**config.mk**
```make
export PLATFORM = sky130hd
export DESIGN_NAME = operand_fetch
export DESIGN_NICKNAME = d
export VERILOG_FILES = /design/src/rtl/operand_fetch.sv
export SDC_FILE = /design/constraint.sdc
export NUM_CORES = 1
export LEC_CHECK = 0
export BUFFER_PORTS_ARGS = -buffer_cell sky130_fd_sc_hd__buf_4
export CAP_MARGIN = 20
export CORE_AREA = 3 3 150 152
export CTS_CLUSTER_DIAMETER = 200
export DETAILED_ROUTE_END_ITERATION = 7
export DIE_AREA = 0 0 153 155
export SYNTH_ARGS = -nofsm -noshare
export SYNTH_HDL_FRONTEND = slang
export SYNTH_SLANG_ARGS = --single-unit
```
**constraint.sdc**
```tcl
create_clock -name clk -period 9.6 [get_ports clk]
set_input_delay 1.44 -clock clk [delete_from_list [all_inputs] [get_ports clk]]
set_output_delay 1.44 -clock clk [all_outputs]
set_load 0.1 [all_outputs]
```
**src/rtl/operand_fetch.sv**
```systemverilog
// Fetches two source operands through one shared register-file port; writebacks always win the port.
// op_valid follows the accept cycle by 4 cycles (3 when rs1==rs2) plus one cycle per blocked read; held until op_ready.
module operand_fetch #(
   parameter int DATA_W  = 64,
   parameter int STALL_W = 16
) (
   input  logic                clk,
   input  logic                reset,
   input  logic                req_valid,
   output logic                req_ready,
   input  logic [4:0]          req_rs1,
   input  logic [4:0]          req_rs2,
   output logic                op_valid,
   input  logic                op_ready,
   output logic [DATA_W-1:0]   op_a,
   output logic [DATA_W-1:0]   op_b,
   input  logic                wb_valid,
   output logic                wb_ready,
   input  logic [4:0]          wb_reg,
   input  logic [DATA_W-1:0]   wb_data,
   output logic [31:0]         rf_register_num,
   output logic                rf_read,
   output logic                rf_write,
   output logic [DATA_W-1:0]   rf_in,
   input  logic [DATA_W-1:0]   rf_out,
   output logic [STALL_W-1:0]  stall_cnt
);

   typedef enum logic [2:0] {
      IDLE   = 3'd0,
      RD_A   = 3'd1,
      RD_B   = 3'd2,
      WAIT_B = 3'd3,
      DONE   = 3'd4
   } state_t;

   localparam logic [STALL_W-1:0] STALL_MAX = '1;

   state_t     state;
   logic [4:0] rs1;
   logic [4:0] rs2;
   logic       same_reg;
   logic       read_slot;

   assign same_reg  = (rs1 == rs2);
   assign wb_ready  = ~reset;
   assign req_ready = ~reset & (state == IDLE);
   assign rf_write  = wb_valid & wb_ready;
   assign read_slot = ~reset & ((state == RD_A) | (state == RD_B));
   // A pending writeback takes the port; the read is simply retried next cycle.
   assign rf_read   = read_slot & ~wb_valid;
   assign rf_in     = wb_data;

   always_comb begin
      rf_register_num = '0;
      if (rf_write)
         rf_register_num = {27'd0, wb_reg};
      else if (rf_read)
         rf_register_num = {27'd0, (state == RD_A) ? rs1 : rs2};
   end

   always_ff @(posedge clk or posedge reset) begin
      if (reset) begin
         state     <= IDLE;
         rs1       <= '0;
         rs2       <= '0;
         op_valid  <= 1'b0;
         op_a      <= '0;
         op_b      <= '0;
         stall_cnt <= '0;
      end else begin
         case (state)
            IDLE: begin
               if (req_valid) begin
                  rs1   <= req_rs1;
                  rs2   <= req_rs2;
                  state <= RD_A;
               end
            end
            RD_A: begin
               if (wb_valid) begin
                  if (stall_cnt != STALL_MAX)
                     stall_cnt <= stall_cnt + STALL_W'(1);
               end else begin
                  state <= same_reg ? WAIT_B : RD_B;
               end
            end
            RD_B: begin
               if (wb_valid) begin
                  if (stall_cnt != STALL_MAX)
                     stall_cnt <= stall_cnt + STALL_W'(1);
               end else begin
                  // rf_out still holds the rs1 read; stalls never disturb it.
                  op_a  <= rf_out;
                  state <= WAIT_B;
               end
            end
            WAIT_B: begin
               op_b <= rf_out;
               if (same_reg)
                  op_a <= rf_out;
               op_valid <= 1'b1;
               state    <= DONE;
            end
            DONE: begin
               if (op_ready) begin
                  op_valid <= 1'b0;
                  state    <= IDLE;
               end
            end
            default: state <= IDLE;
         endcase
      end
   end

endmodule

```
==> impl_metrics.env <==
export IMPL_ant_nets=0
export IMPL_netlist_area_um2=7140
export IMPL_setup_viol=0
export IMPL_async_flop_share=1.00
export IMPL_antenna_found_initial=0
export IMPL_final_cell_mix="buf_4, nand2_1, dfrtp_1, mux2_2, conb_1"
export IMPL_r2r_start="state[1]"
export IMPL_post_place_ws_ns=5.40
export IMPL_postCtsSetupRepairBufs=0
export IMPL_synthToLayoutAreaGrowth_pct=28.7
export IMPL_synth_distinct_cells=46
export IMPL_cp_max_fo=7
export IMPL_dieArea_um2=23700
export IMPL_whs_path_depth=2
export IMPL_crit_arrival_ns=2.76
export IMPL_synth_top_cell_area_share=0.554
export IMPL_firstDrtPassIters=4
export IMPL_drt_vias_per_instance=4.46
export IMPL_antenna_cells=0
export IMPL_drc=0
export IMPL_place_congestion=0.724
export IMPL_clock_sinks=158
export IMPL_ioPinCount=393
export IMPL_r2r_end="op_a[61]"
export IMPL_worstSetupStartpointType="primary input"
export IMPL_ys_ff_latch=158
export IMPL_critPathRequiredTime_ns=8.16
export IMPL_die_h_um=155
export IMPL_numPortBuffers=237
export IMPL_synth_largest_area_cell="dfrtp_1"
export IMPL_synth_enable_flop_cells=0
export IMPL_cts_root_buf="clkbuf_16"
export IMPL_layout_commonest_cell="buf_4"
export IMPL_hold_violations=0
export IMPL_grt_pass1_vias=5162
export IMPL_ys_seq_area_frac=0.554
export IMPL_synth_warnings=0
export IMPL_worst_pin_slew_ns=0.945
export IMPL_hpwlAfterDp_um=12500
export IMPL_cts_resized=0
export IMPL_worst_slack_ns=5.40
export IMPL_period_minus_slack_ns=4.20
export IMPL_drt_iter0_drc=177
export IMPL_critPathKind="primary input to primary output"
export IMPL_rsz0062_at_grt="false"
export IMPL_hold_buffers=0
export IMPL_grt_max_degree=87
export IMPL_drive_gt1_frac=0.439
export IMPL_fmax_ghz=0.238
export IMPL_finalCritPeriodShare=0.437
export IMPL_cts_buffers=17
export IMPL_slew_headroom=0.370
export IMPL_tritoncts="done"
export IMPL_initial_core_util=0.338
export IMPL_grt_pass1_wl_um=28600
export IMPL_hold_end="op_b[54]"
export IMPL_rrSetupSlack_ns=6.64
export IMPL_clk_path_buf_depth=2
export IMPL_ys_flop_type="dfrtp_1"
export IMPL_netlist_instances=650
export IMPL_routedWlPerCell_um=16.3
export IMPL_outcome="finished clean"
export IMPL_core_um2=21200
export IMPL_nNetsFinal=968
export IMPL_h_tree_depth=4
export IMPL_fin_skew_ns=0.00962
export IMPL_synth_area_per_cell_um2=11.0
export IMPL_die_w_um=153
export IMPL_clock_latency_ns=0.42
export IMPL_routed_wl_um=18000
export IMPL_grt_ovfl_total=0
export IMPL_route_vias_total=4934
export IMPL_clk_pin_slew_ns=0.06
export IMPL_rows=53
export IMPL_cp_end_kind="primary output"
export IMPL_drv_slew=0
export IMPL_finalSetupTns_ns=0
export IMPL_yosys_top_cells_area="dfrtp_1, mux2_2, nand2_1, buf_4, xor2_1"
export IMPL_hp_class="register to register"
export IMPL_drv_cap=0
export IMPL_grt_usage=0.151
export IMPL_min_from="op_b[54]"
export IMPL_rr_worst_depth=5
-- stage by stage --
stage | instances | util | area, µm² | hold WS, ns
4_1_cts | 1105 | 0.434 | 9180 | 0.480
6_report | 1106 | 0.434 | 9190 | 0.473
2_1_floorplan | 676 | - | 7240 | 0.523
3_3_place_gp | 1074 | 0.405 | 8560 | 0.460
3_5_place_dp | 1074 | 0.405 | 8560 | 0.464
5_1_grt | 1106 | 0.434 | 9190 | 0.500
-- worst max-delay path by stage --
stage	startpoint	endpoint	slack (ns)	depth (start not counted)
6_report	wb_valid	rf_register_num[3]	5.40	4
5_1_grt	wb_valid	rf_register_num[3]	5.33	4
4_1_cts	wb_valid	rf_register_num[3]	5.40	4
3_5_place_dp	wb_valid	rf_register_num[3]	5.40	4
3_3_place_gp	wb_valid	rf_register_num[4]	5.46	4
2_1_floorplan	reset	wb_ready	2.91	1
-- Yosys cell counts, drive strengths merged, types with 2 or more instances --
| cell | instances |
|---|---|
| nor3b | 3 |
| xor2 | 12 |
| clkbuf | 11 |
| dfrtp | 158 |
| nand2b | 4 |
| nand2 | 203 |
| a21oi | 2 |
| nor4b | 3 |
| nor3 | 6 |
| mux2i | 5 |
| o21ai | 6 |
| o21a | 2 |
| nand4 | 6 |
| nand3 | 9 |
| inv | 3 |
| nor4 | 2 |
| and4 | 2 |
| xnor2 | 6 |
| nor2 | 6 |
| and2 | 3 |
| nor2b | 3 |
| mux2 | 77 |
| buf | 107 |
-- routing by layer --
layer | global-route usage | vias up | wire (µm)
met5 | 0 | - | 0
met4 | 0.0632 | 0 | 454
met3 | 0.0701 | 41 | 1860
met2 | 0.238 | 190 | 8390
met1 | 0.180 | 2373 | 7310
li1 | - | 2330 | -
-- logic make-up after synthesis --
family | Yosys count | synth area share
simple gates | 256 | 0.159
flops | 158 | 0.554
compound gates | 13 | 0.0138
mux | 82 | 0.128
fa+ha+maj | 1 | 0.00175
buf+inv | 121 | 0.120
xor+xnor | 18 | 0.0231
other cells | 1 | 0.000525
-- state kept, by name (all words and copies together) (netlist names) --
register	cells
op_b	64
stall_cnt	16
op_a	64
rs1	5
op_valid	1
state	3
rs2	5
-- layout make-up --
type | instances | area, µm²
Tap cell | 275 | 344
Multi-Input combinational cell | 397 | 2440
Clock inverter | 14 | 198
Clock buffer | 17 | 425
Timing Repair Buffer | 242 | 1820
Fill cell | 2067 | 12000
Inverter | 3 | 16.3
Sequential cell | 158 | 3950
-- worst max-delay path, stage by stage --
cell,delay [ns]
buf_4,0.13
or4_1,0.62
o21ai_0,0.24
buf_4,0.33
Power is left out: the tool's default activity adds up to more than one toggle a clock period on the data nets, which glitch-free logic cannot reach.
